### config.mk
export PLATFORM = sky130hd
export DESIGN_NAME = perc_train_flat
export DESIGN_NICKNAME = d
export VERILOG_FILES = /design/src/rtl/perc_pkg.sv /design/src/rtl/perc_train_if.sv /design/src/rtl/perc_sat_step.sv /design/src/rtl/perc_train.sv /design/src/flat_wrapper.sv
export SDC_FILE = /design/constraint.sdc
export NUM_CORES = 1
export LEC_CHECK = 0
export CAP_MARGIN = 15
export CELL_PAD_IN_SITES_DETAIL_PLACEMENT = 1
export CELL_PAD_IN_SITES_GLOBAL_PLACEMENT = 1
export CORE_MARGIN = 2
export CORE_UTILIZATION = 25
export CTS_BUF_LIST = sky130_fd_sc_hd__clkbuf_2
export CTS_CLUSTER_DIAMETER = 30
export DETAILED_ROUTE_END_ITERATION = 7
export MAX_ROUTING_LAYER = met4
export PLACE_DENSITY_LB_ADDON = 0.1
export SYNTH_ARGS = -nofsm -noshare
export SYNTH_HDL_FRONTEND = slang
export SYNTH_SLANG_ARGS = --single-unit
### constraint.sdc
create_clock -name clk -period 5.9 [get_ports clk]
set_input_delay 0.59 -clock clk [delete_from_list [all_inputs] [get_ports clk]]
set_output_delay 0.59 -clock clk [all_outputs]
set_load 0.05 [all_outputs]
### src/rtl/perc_pkg.sv
// Shared types and constants for the perceptron trainer.
// Holds the FSM encoding, the default threshold and the reset weights.
package perc_pkg;

  typedef enum logic [2:0] {
    S_IDLE,
    S_ACC,
    S_DECIDE,
    S_UPD,
    S_DONE
  } state_t;

  typedef enum logic [1:0] {
    OP_HOLD,
    OP_INC,
    OP_DEC
  } step_op_t;

  localparam int THRESH_DEF = 255;

  // Reset weight for feature i; features past the table start at 0.
  function automatic logic [7:0] rst_w(input int i);
    case (i)
      0:       return 8'd3;
      1:       return 8'd6;
      2:       return 8'd12;
      3:       return 8'd24;
      4:       return 8'd48;
      5:       return 8'd96;
      6:       return 8'd192;
      7:       return 8'd192;
      default: return 8'd0;
    endcase
  endfunction

endpackage

### src/rtl/perc_train_if.sv
// Sample/result handshake and weight read port of the trainer.
// The slave side is the trainer, the master side its user.
interface perc_train_if #(
  parameter int WIDTH = 8,
  parameter int WBITS = 8
);
  localparam int IW = (WIDTH > 1) ? $clog2(WIDTH) : 1;

  logic             in_valid;
  logic             in_ready;
  logic [WIDTH-1:0] data_in;
  logic             label;
  logic             out_valid;
  logic             out_ready;
  logic             pred;
  logic             err;
  logic [IW-1:0]    w_rd_idx;
  logic [WBITS-1:0] w_rd_data;

  modport master (
    output in_valid, data_in, label,
    output out_ready, w_rd_idx,
    input  in_ready, out_valid,
    input  pred, err, w_rd_data
  );

  modport slave (
    input  in_valid, data_in, label,
    input  out_ready, w_rd_idx,
    output in_ready, out_valid,
    output pred, err, w_rd_data
  );

endinterface

### src/rtl/perc_sat_step.sv
// Saturating +1 / -1 step applied to one weight.
// Increment sticks at all-ones, decrement sticks at zero.
module perc_sat_step
  import perc_pkg::*;
#(
  parameter int WBITS = 8
) (
  input  logic [WBITS-1:0] w_i,
  input  step_op_t         op_i,
  output logic [WBITS-1:0] w_o
);

  // Next weight value, clamped at both ends of the range.
  always_comb begin
    w_o = w_i;
    unique case (1'b1)
      (op_i == OP_INC): if (w_i != '1) w_o = w_i + 1'b1;
      (op_i == OP_DEC): if (w_i != '0) w_o = w_i - 1'b1;
      default: ;
    endcase
  end

endmodule

### src/rtl/perc_train.sv
// Serial perceptron: accumulate one weight per cycle, decide,
// then on a wrong guess nudge the weights of active features.
module perc_train
  import perc_pkg::*;
#(
  parameter int WIDTH  = 8,
  parameter int WBITS  = 8,
  parameter int SBITS  = 12,
  parameter int THRESH = THRESH_DEF
) (
  input logic         clk,
  input logic         rst,
  perc_train_if.slave bus
);

  localparam int IW = (WIDTH > 1) ? $clog2(WIDTH) : 1;
  localparam logic [IW-1:0]    LAST = IW'(WIDTH - 1);
  localparam logic [SBITS-1:0] TH   = SBITS'(THRESH);

  state_t           state_q;
  logic [WIDTH-1:0] data_q;
  logic             label_q;
  logic [SBITS-1:0] sum_q;
  logic [IW-1:0]    idx_q;
  logic             pred_q;
  logic             err_q;
  logic             in_ready_q;
  logic             out_valid_q;
  logic [WBITS-1:0] w_q [WIDTH];

  logic             bit_cur;
  logic [WBITS-1:0] w_cur;
  logic [WBITS-1:0] w_d;
  logic             pred_d;
  step_op_t         op;

  assign bit_cur = data_q[idx_q];
  assign w_cur   = w_q[idx_q];
  assign pred_d  = (sum_q >= TH);

  // Direction of the weight nudge for the current feature.
  always_comb begin
    op = OP_HOLD;
    if (state_q == S_UPD && bit_cur)
      op = label_q ? OP_INC : OP_DEC;
  end

  perc_sat_step #(
    .WBITS(WBITS)
  ) u_step (
    .w_i (w_cur),
    .op_i(op),
    .w_o (w_d)
  );

  // Control FSM with accumulator and registered handshake outputs.
  always_ff @(posedge clk or posedge rst) begin
    if (rst) begin
      state_q     <= S_IDLE;
      data_q      <= '0;
      label_q     <= 1'b0;
      sum_q       <= '0;
      idx_q       <= '0;
      pred_q      <= 1'b0;
      err_q       <= 1'b0;
      in_ready_q  <= 1'b1;
      out_valid_q <= 1'b0;
    end else begin
      unique case (state_q)
        S_IDLE: begin
          if (bus.in_valid && in_ready_q) begin
            data_q     <= bus.data_in;
            label_q    <= bus.label;
            sum_q      <= '0;
            idx_q      <= '0;
            in_ready_q <= 1'b0;
            state_q    <= S_ACC;
          end
        end
        S_ACC: begin
          if (bit_cur)
            sum_q <= sum_q + SBITS'(w_cur);
          if (idx_q == LAST) begin
            idx_q   <= '0;
            state_q <= S_DECIDE;
          end else begin
            idx_q <= idx_q + 1'b1;
          end
        end
        S_DECIDE: begin
          pred_q <= pred_d;
          err_q  <= (pred_d != label_q);
          if (pred_d != label_q) begin
            state_q <= S_UPD;
          end else begin
            out_valid_q <= 1'b1;
            state_q     <= S_DONE;
          end
        end
        S_UPD: begin
          if (idx_q == LAST) begin
            idx_q       <= '0;
            out_valid_q <= 1'b1;
            state_q     <= S_DONE;
          end else begin
            idx_q <= idx_q + 1'b1;
          end
        end
        S_DONE: begin
          if (bus.out_ready) begin
            out_valid_q <= 1'b0;
            in_ready_q  <= 1'b1;
            state_q     <= S_IDLE;
          end
        end
        default: state_q <= S_IDLE;
      endcase
    end
  end

  // Weight file: reload on reset, one write per UPD cycle.
  always_ff @(posedge clk or posedge rst) begin
    if (rst) begin
      for (int i = 0; i < WIDTH; i++)
        w_q[i] <= WBITS'(rst_w(i));
    end else if (state_q == S_UPD) begin
      w_q[idx_q] <= w_d;
    end
  end

  assign bus.in_ready  = in_ready_q;
  assign bus.out_valid = out_valid_q;
  assign bus.pred      = pred_q;
  assign bus.err       = err_q;
  assign bus.w_rd_data = w_q[bus.w_rd_idx];

endmodule

### src/flat_wrapper.sv
// flat-port wrapper written by rule: the top's interface ports become plain ports
module perc_train_flat import perc_pkg::*;
#(
  parameter int WIDTH  = 8,
  parameter int WBITS  = 8,
  parameter int SBITS  = 12,
  parameter int THRESH = THRESH_DEF
)
  (clk, rst, bus_in_valid, bus_data_in, bus_label, bus_out_ready, bus_w_rd_idx, bus_in_ready, bus_out_valid, bus_pred, bus_err, bus_w_rd_data);
  perc_train_if #(.WIDTH(WIDTH), .WBITS(WBITS)) bus_i ();
  input logic clk;
  input logic rst;
  input wire logic [$bits(bus_i.in_valid)-1:0] bus_in_valid;
  input wire logic [$bits(bus_i.data_in)-1:0] bus_data_in;
  input wire logic [$bits(bus_i.label)-1:0] bus_label;
  input wire logic [$bits(bus_i.out_ready)-1:0] bus_out_ready;
  input wire logic [$bits(bus_i.w_rd_idx)-1:0] bus_w_rd_idx;
  output wire logic [$bits(bus_i.in_ready)-1:0] bus_in_ready;
  output wire logic [$bits(bus_i.out_valid)-1:0] bus_out_valid;
  output wire logic [$bits(bus_i.pred)-1:0] bus_pred;
  output wire logic [$bits(bus_i.err)-1:0] bus_err;
  output wire logic [$bits(bus_i.w_rd_data)-1:0] bus_w_rd_data;
  assign bus_i.in_valid = bus_in_valid;
  assign bus_i.data_in = bus_data_in;
  assign bus_i.label = bus_label;
  assign bus_i.out_ready = bus_out_ready;
  assign bus_i.w_rd_idx = bus_w_rd_idx;
  assign bus_in_ready = bus_i.in_ready;
  assign bus_out_valid = bus_i.out_valid;
  assign bus_pred = bus_i.pred;
  assign bus_err = bus_i.err;
  assign bus_w_rd_data = bus_i.w_rd_data;
  perc_train #(.WIDTH(WIDTH), .WBITS(WBITS), .SBITS(SBITS), .THRESH(THRESH)) u_core (.clk(clk), .rst(rst), .bus(bus_i));
endmodule
Word-level counts from Yosys, hierarchy flattened. Cells that the tools add are included.

Flip-flop bits (word level): 95. Input port bits: 16. Output and inout bits: 12.

$add $sub $neg: 4. $lt $le $gt $ge: 5. Equal/unequal tests: 15. Muxes and demuxes: 35. Bitwise logic cells: 2. Reductions and logical operators: 16.

Operator list (number): $bwmux 64 (1); $mux 8 (7); $bmux 8 s3 (2); $demux 8 s3 (1); $mux 12 (2); $pmux 12 s2 (1); $mux 3 (7); $pmux 8 s2 (1); $pmux 3 s5 (1); $add 12x8->12 (1); $ge 12x8->1 const B (1); $add 8x1->8 const B (1); $ge 4x4->1 const B (2); $ne 8x8->1 const B (1); $not 3->4 (2); $reduce_and 4->1 (2); $reduce_bool 8->1 (1); $sub 8x1->8 const B (1); $eq 3x2->1 const B (2); $eq 3x3->1 const B (2); $mux 1 (6); $ne 2x1->1 const B (3); $ne 2x2->1 const B (3); $pmux 3 s2 (1); other kinds (18) (25).

Logic depth before layout (Yosys ltp).
Depth after elaboration: 8. Gate-level depth with buffers: 16.

By module. A second synthesis with hierarchy kept.

Cells, all modules: 505. Area total of the unflattened synthesis: 5929.4 µm².

Modules (own cells, without submodules): perc_train (times used 1, cells an instance 413, area each 5241.3 µm², seq. area each 2398.6 µm²); perc_sat_step (times used 1, cells an instance 92, area each 688.2 µm², seq. area each 0.0 µm²).

Least setup slack after synthesis. OpenSTA, ideal clock, no wires.

Path kind: flip-flop to flip-flop. Start point: reg u_core.idx_q[0]. End point: reg u_core.sum_q[10]. Data arrival time: 3184 ps. Data required time: 5764 ps. Path slack: 2580 ps. Stages on the path, launching flop included: 17. Buffers on the path: 3. Clock period less this slack: 3320 ps. Path through: dfrtp_1 > buf_6 > buf_4 > buf_4 > a31oi_1 > o21ai_0 > a22oi_2 > inv_1 > ha_1 > fa_1 > a21o_1 > a21oi_1 > o21bai_1 > a21oi_1 > o21a_1 > or3_1 > a21oi_1.

Word-level cells in the longest chain between the ends: 7. Elaborated cells on any way between the ends: 11. Those cells by class: 1 x add/sub; 1 x eq/ne; 7 x mux; 1 x bitwise; 1 x reduce/logical.

RTL lines: from (decl) (line perc_train.sv:24) `logic [IW-1:0] idx_q;`; from (signal assigned) (line perc_train.sv:87) `idx_q <= idx_q + 1'b1;`; from (signal assigned) (line perc_train.sv:106) `idx_q <= idx_q + 1'b1;`; $not 3->4 (implied by the code) (line perc_train.sv:38) `assign w_cur = w_q[idx_q];`; $bmux 8 s3 (line perc_train.sv:38); $mux 8 (implied by the code) (2 in series) (line perc_train.sv:38); $add 12x8->12 (line perc_train.sv:82) `sum_q <= sum_q + SBITS'(w_cur);`; $mux 12 (line perc_train.sv:81) `if (bit_cur)`; $pmux 12 s2 (line perc_train.sv:69) `unique case (state_q)`; to (signal assigned) (line perc_train.sv:82); to (decl) (line perc_train.sv:23) `logic [SBITS-1:0] sum_q;`.

Parallel ways exist; a longest one is shown, timed or not. The select of a mux whose other input is x is not followed. A chain may end at the register's enable or synchronous reset.

Worst setup path after layout.
Start point: in bus_w_rd_idx[1]. End point: out bus_w_rd_data[6].

Word-level cells in the longest chain between the ends: 4.

RTL lines: from (decl) (line flat_wrapper.sv:17) `input wire logic [$bits(bus_i.w_rd_idx)-1:0] bus_w_rd_idx;`; $not 3->4 (implied by the code) (line perc_train.sv:135) `assign bus.w_rd_data = w_q[bus.w_rd_idx];`; $bmux 8 s3 (line perc_train.sv:135); $mux 8 (implied by the code) (2 in series) (line perc_train.sv:135); to (decl) (line flat_wrapper.sv:22) `output wire logic [$bits(bus_i.w_rd_data)-1:0] bus_w_rd_data;`.

No other way between the ends. The select of a mux whose other input is x is not followed.

==> impl_metrics.tcl <==
set metrics [dict create \
    grt_util_met3 0.0223 \
    antenna_found_initial 1 \
    dieArea_sq_um 24800 \
    gr-usage-all-layers 0.159 \
    status "finished, final reports clean" \
    htree_levels 3 \
    tritoncts "built" \
    switching_share 0.271 \
    viasPerCell 4.93 \
    fin_crit_ns 3.87 \
    nFillCells 2702 \
    cts_setup_buffers 0 \
    critPathArrivalTime_ns 3.28 \
    grt_max_degree 59 \
    max_slew_margin 0.346 \
    area_delta_synth_final_pct 12.5 \
    grt_util_met2 0.250 \
    irDropWorstVdd_mv 0.0828 \
    routed_wl_mm 18.1 \
    die_x_microns 157 \
    io_buffers 27 \
    ys_types 68 \
    grt_pass1_vias 4790 \
    drive_gt1_frac 0.237 \
    wl_per_cell_microns 20.1 \
    vias 4449 \
    die_h_microns 157 \
    cellLeakagePower_nw 2.88 \
    multi_input_area_sq_um 3260 \
    maxCapViolCount 0 \
    hold_viol_final 0 \
    grt_pass1_wl_mm 28.8 \
    drc 0 \
    nets 608 \
    comb_power_share 0.035 \
    ant_nets 0 \
    yosysSeqAreaShare 0.408 \
    hold_buffers 0 \
    powerDensity_nw_per_um2 161 \
    core_area_sq_um 23300 \
    path_clk_slew_ns 0.29 \
    yosys-top-cells-count "78 x dfrtp_1, 72 x nand2_1, 47 x mux2_2, 36 x o21ai_0, 29 x nor2_1" \
    clockPowerShare 0.352 \
    syn_inst 560 \
    min_period_over_period 0.657 \
    yosys_most_used_dff "dfrtp_1" \
    yosys.area.top_type_share 0.332 \
    yosysWarnings 0 \
    setup_viol 0 \
    p_int_w 0.000778 \
    netlist_area_sq_um 5880 \
    clkLatencyLatePin_ns 0.65 \
    crit_type "input port to primary output" \
    gr-max-usage-layer "met2" \
    cts_root_buf "clkbuf_2" \
    regToRegStartpoint "u_core.idx_q[0]" \
    p_sw_w 0.000290 \
    skew_ns 0.0644 \
    avgSynthCellArea_sq_um 10.5 \
    worstPathMaxFanout 16 \
    ff2ff_path_depth 13 \
    clock.fmax_mhz 258 \
    syn_nets 590 \
    grt_overflow_total 0 \
    cts_resized 0 \
    worst_slew_pin_slew_ns 0.978 \
    dp_hpwl_mm 13.0 \
    initial_core_util 0.253 \
    required_ns 5.31 \
    met1_usage 0.220 \
    regArea_sq_um 2400 \
    cts_made_buffers 9 \
    cts_buffer_depth 2 \
    ioPinCount 28 \
    drt_iter0_drc 173 \
    setup.worst_path.start_class "input port" \
    yosysTopAreaCell "dfrtp_1" \
    synth_area_leaders "dfrtp_1 33%, mux4_2 9.2%, mux2_2 9.0%, dfstp_2 7.6%, nand2_1 4.6%" \
    synthArstFlopShare 1.00 \
    reg2reg_slack_ns 2.08 \
    yosysMostFrequentCell "dfrtp_1" \
    ys_seq_elements 95 \
    place_congestion 0.850 \
    drv_slew 0 \
    hold_path_class "input port to asynchronous set/reset pin" \
    synth_edf_count 0 \
    final_util 0.284 \
    r2r_end "u_core.sum_q[8]" \
    cts_sinks 95 \
    grt_setup_unrepaired "no" \
    firstDrtPassIters 4 \
    seqPwrFrac 0.613 \
    std_cell_rows 56 \
    end_kind "primary output" \
    finalSetupTns_ns 0 \
]
-- registers in the layout, summed over array words and instances (netlist names) --
register              cells
u_core.state_q            3
u_core.w_q               64
u_core.bus.out_valid      1
u_core.idx_q              3
u_core.sum_q             12
u_core.bus.pred           1
u_core.bus.err            1
u_core.label_q            1
u_core.bus.in_ready       1
u_core.data_q             8
-- power groups by stage --
stage | sequential [W] | combinational, W | clock, W
6_report | 0.000654 | 0.0000378 | 0.000376
5_1_grt | 0.000655 | 0.0000427 | 0.000428
4_1_cts | 0.000655 | 0.0000403 | 0.000401
3_5_place_dp | 0.000664 | 0.0000400 | 0
3_3_place_gp | 0.000664 | 0.0000393 | 0
2_1_floorplan | 0.000664 | 0.0000200 | 0
-- worst max-delay path by stage --
stage                                   to  cells past startpoint             from  slack [ns]
final                     bus_w_rd_data[6]                      4  bus_w_rd_idx[1]        2.03
after global routing       u_core.sum_q[8]                     13  u_core.idx_q[0]        1.72
after CTS                   u_core.w_q[57]                      8  u_core.idx_q[0]        1.99
after detailed placement  bus_w_rd_data[6]                      4  bus_w_rd_idx[1]        2.03
after global placement    bus_w_rd_data[6]                      4  bus_w_rd_idx[1]        2.04
after floorplan           u_core.sum_q[10]                     16  u_core.idx_q[0]        2.58
-- through the flow --
stage	total power, W	cell area [sq um]	std cells	worst slack (ns)	hold WS (ns)
5_1_grt	0.00113	6610	903	1.72	0.268
2_1_floorplan	0.000684	5880	560	2.58	0.438
3_5_place_dp	0.000704	6480	885	2.03	0.467
3_3_place_gp	0.000703	6480	885	2.04	0.468
4_1_cts	0.00110	6610	901	1.99	0.267
6_report	0.00107	6610	903	2.03	0.289
-- placed cells by master (no fill, tap or decap), types with 22 or more instances in the layout --
cell type        count
o21ai_0             36
nand3_1             25
a21oi_1             26
mux4_2              24
dfrtp_1             77
nand2_1             72
mux2_2              47
clkdlybuf4s50_1     27
nor2_1              29
mux2i_1             22
-- metal layers --
layer  up-vias  wire length (microns)
met2        47                   8550
li1       2094                      -
met4         0                    114
met3         9                    492
met1      2299                   8950
met5         -                      0
-- cell type report --
type | count | area share
clock buffers | 9 | 0.00681
clock inverters | 7 | 0.0127
well taps | 319 | 0.0603
inverters | 18 | 0.0106
diodes | 1 | 0.000378
repair buffers | 39 | 0.0541
multi-input cells | 415 | 0.492
flip-flops and latches | 95 | 0.363
-- critical path: stages --
cell and delay, ns:
clkdlybuf4s50_1 1.11, mux4_2 0.59, mux2_2 0.27, clkdlybuf4s50_1 0.71
-- cells by family (layout without fill, tap and decap cells) --
logic type | after synthesis | in the layout | share of synthesized area
AND/OR/NAND/NOR | 183 | 183 | 0.151
multiplexers | 99 | 99 | 0.235
XOR/XNOR | 8 | 8 | 0.0119
adder cells (fa/ha/maj) | 14 | 14 | 0.0311
other | 0 | 1 | 0
buffers and inverters | 50 | 73 | 0.0383
flip-flops | 95 | 95 | 0.408
AO/OA/AOI/OAI | 111 | 111 | 0.126
No activity file was read; power rests on OpenSTA's default activity.
==> patch, RTL diff (same settings) <==
`WIDTH` is set to 8 in 3 places; all go to 4.
--- a/src/rtl/perc_train_if.sv
+++ b/src/rtl/perc_train_if.sv
@@ -3,3 +3,3 @@
 interface perc_train_if #(
-  parameter int WIDTH = 8,
+  parameter int WIDTH = 4,
   parameter int WBITS = 8
--- a/src/rtl/perc_train.sv
+++ b/src/rtl/perc_train.sv
@@ -5,3 +5,3 @@
 #(
-  parameter int WIDTH  = 8,
+  parameter int WIDTH  = 4,
   parameter int WBITS  = 8,
--- a/src/flat_wrapper.sv
+++ b/src/flat_wrapper.sv
@@ -3,3 +3,3 @@
 #(
-  parameter int WIDTH  = 8,
+  parameter int WIDTH  = 4,
   parameter int WBITS  = 8,
Interface: changed (resized bus_data_in and bus_w_rd_idx); port bits go from 28 to 23. The function was not compared with the original's and may differ.
==> patch against the original RTL <==
  * Synthesized area is 39% lower
  * First-iteration DRC count decreased by 17%
  * Die area fell by 39%
  * Routed wire length is 44% lower
  * Sequential cell count shrank 37
  * Total power increased by 33%
  * Setup slack improved by 0.058 ns
  * Final area fell by 39%
==> patch: results (changes against the original RTL) <==
- Status: finished clean (unchanged)
- Hold Startpoint: u_core.w_q[3]
- Share of cells above drive strength 1: 13.70% (was 23.67%)
- CP arrival: 4.26 ns (was 3.28 ns)
- Synth Instances: 368 (was 560)
- Crit-path slowest cell: dfrtp_1 (was clkdlybuf4s50_1)
- Mapped Nets: 395 (was 590)
- DR WL/cell: 17.82 um (was 20.05 um)
- CP endpoint: u_core.sum_q[8] (was bus_w_rd_data[6])
- Synth cell count leaders: nand2_1 (63), dfrtp_1 (49), o21ai_0 (38) (was dfrtp_1 (78), nand2_1 (72), mux2_2 (47))
- Routed wire length: 10120 um (was 18110 um)
- Clk pin slew, worst setup/hold paths: 0.18 ns (was 0.29 ns)
- R2R depth: 9 (was 13)
- Post-DP Area: 3931 um^2 (was 6477 um^2)
- HPWL Detailed: 7102 um (was 12970 um)
- Clock Skews: 0.02000 ns (was 0.06439 ns)
- Placed cells: 551 (was 885)
- LEAKAGE: 1.615 nW (was 2.882 nW)
- Sequential element share of the synthesized area: 41.05% (was 40.80%)
- Top cells by area, synth: dfrtp_1 (34%), mux4_2 (9.5%), dfstp_2 (6.6%) (was dfrtp_1 (33%), mux4_2 (9.2%), mux2_2 (9.0%))
- Clock buffer depth: 2 (unchanged)
- Clock buffer count from CTS: 9 (unchanged)
- Post-CTS Setup Inserts: 0 (unchanged)
- GRT Total Usage: 15.27% (was 15.90%)
- Vias in the first global route: 2968 (was 4790)
- Port Buffers: 22 (was 27)
- First-pass GRT wire length: 16760 um (was 28840 um)
- CP max stage delay: 0.83 ns (was 1.11 ns)
- Drt first-iter violations: 143 (was 173)
- Clk Latency, worst-skew pair: 0.55 ns (was 0.65 ns)
- Reg2reg setup slack: 2.08 ns (about the same)
- NetSw: 0.0006174 W (was 0.0002898 W)
- Nets@finish: 409 (was 608)
- Post-synthesis cell type count: 53 (was 68)
- Setup crit start: u_core.idx_q[1] (was bus_w_rd_idx[1])
- DR vias: 2813 (was 4449)
- Critical path's top delay family: compound AO/OA/AOI/OAI gates (was buffers and inverters)
- HP Class: reg -> reg (was in -> async)
- Filler cells: 1632 (was 2702)
- Measured slew at the worst slew-check pin: 0.8214 ns (was 0.9778 ns)
- Top Registers: u_core.w_q: 32 flops, u_core.sum_q: 12 flops, u_core.data_q: 4 flops (was u_core.w_q: 64 flops, u_core.sum_q: 12 flops, u_core.data_q: 8 flops)
- Peak supply drop: 0.1828 mV (was 0.08280 mV)
- Crit-path max FO: 13 (was 16)
- Gpl congestion: 0.7267 (was 0.8495)
- Post-synth EDFFs: 0 (unchanged)
[patch: cell families after synthesis]
kind of cell / count (synthesis) / share of synthesized area (%)
AND/OR/NAND/NOR: 128 / 16.89
multiplexers: 23 / 12.89
XOR/XNOR: 11 / 2.704
flip-flops: 58 / 41.05
AO/OA/AOI/OAI: 98 / 16.68
adder cells (fa/ha/maj): 16 / 5.829
buffers and inverters: 34 / 3.968
[patch: layout make-up]
type	instances	area share, %
antenna	1	0.06192
clock inverter	6	1.424
timing repair buffer	24	5.820
sequential	58	36.19
clock buffer	10	1.238
tap	180	5.573
inverter	13	1.207
multi-input combinational	276	48.48
[patch: metal layers]
metal / GRT usage, % / routed length (um) / up-vias
met4: 7.031 / 207 / 0
met3: 2.491 / 205 / 13
li1: - / - / 1380
met1: 20.13 / 4993 / 1394
met5: - / 0 / -
met2: 22.97 / 4716 / 26
[patch: power groups by stage]
stage | Sequential, W | Combinational [W] | Clock, W
detailed placement | 0.000629 | 0.000551 | 0
global placement | 0.000630 | 0.000544 | 0
global route | 0.000639 | 0.000612 | 0.000292
floorplan | 0.000581 | 0.000432 | 0
CTS | 0.000622 | 0.000553 | 0.000282
finish | 0.000617 | 0.000544 | 0.000263
[patch: per-stage QoR]
stage	setup slack, ns	hold WS (ns)	total power (W)	util [%]
3_3_place_gp	2.165	0.4628	0.001174	28.32
6_report	2.084	0.4858	0.001424	29.11
5_1_grt	1.754	0.5048	0.001543	29.11
4_1_cts	2.043	0.4866	0.001457	29.10
2_1_floorplan	2.643	0.4373	0.001013	-
3_5_place_dp	2.070	0.4654	0.001180	28.32
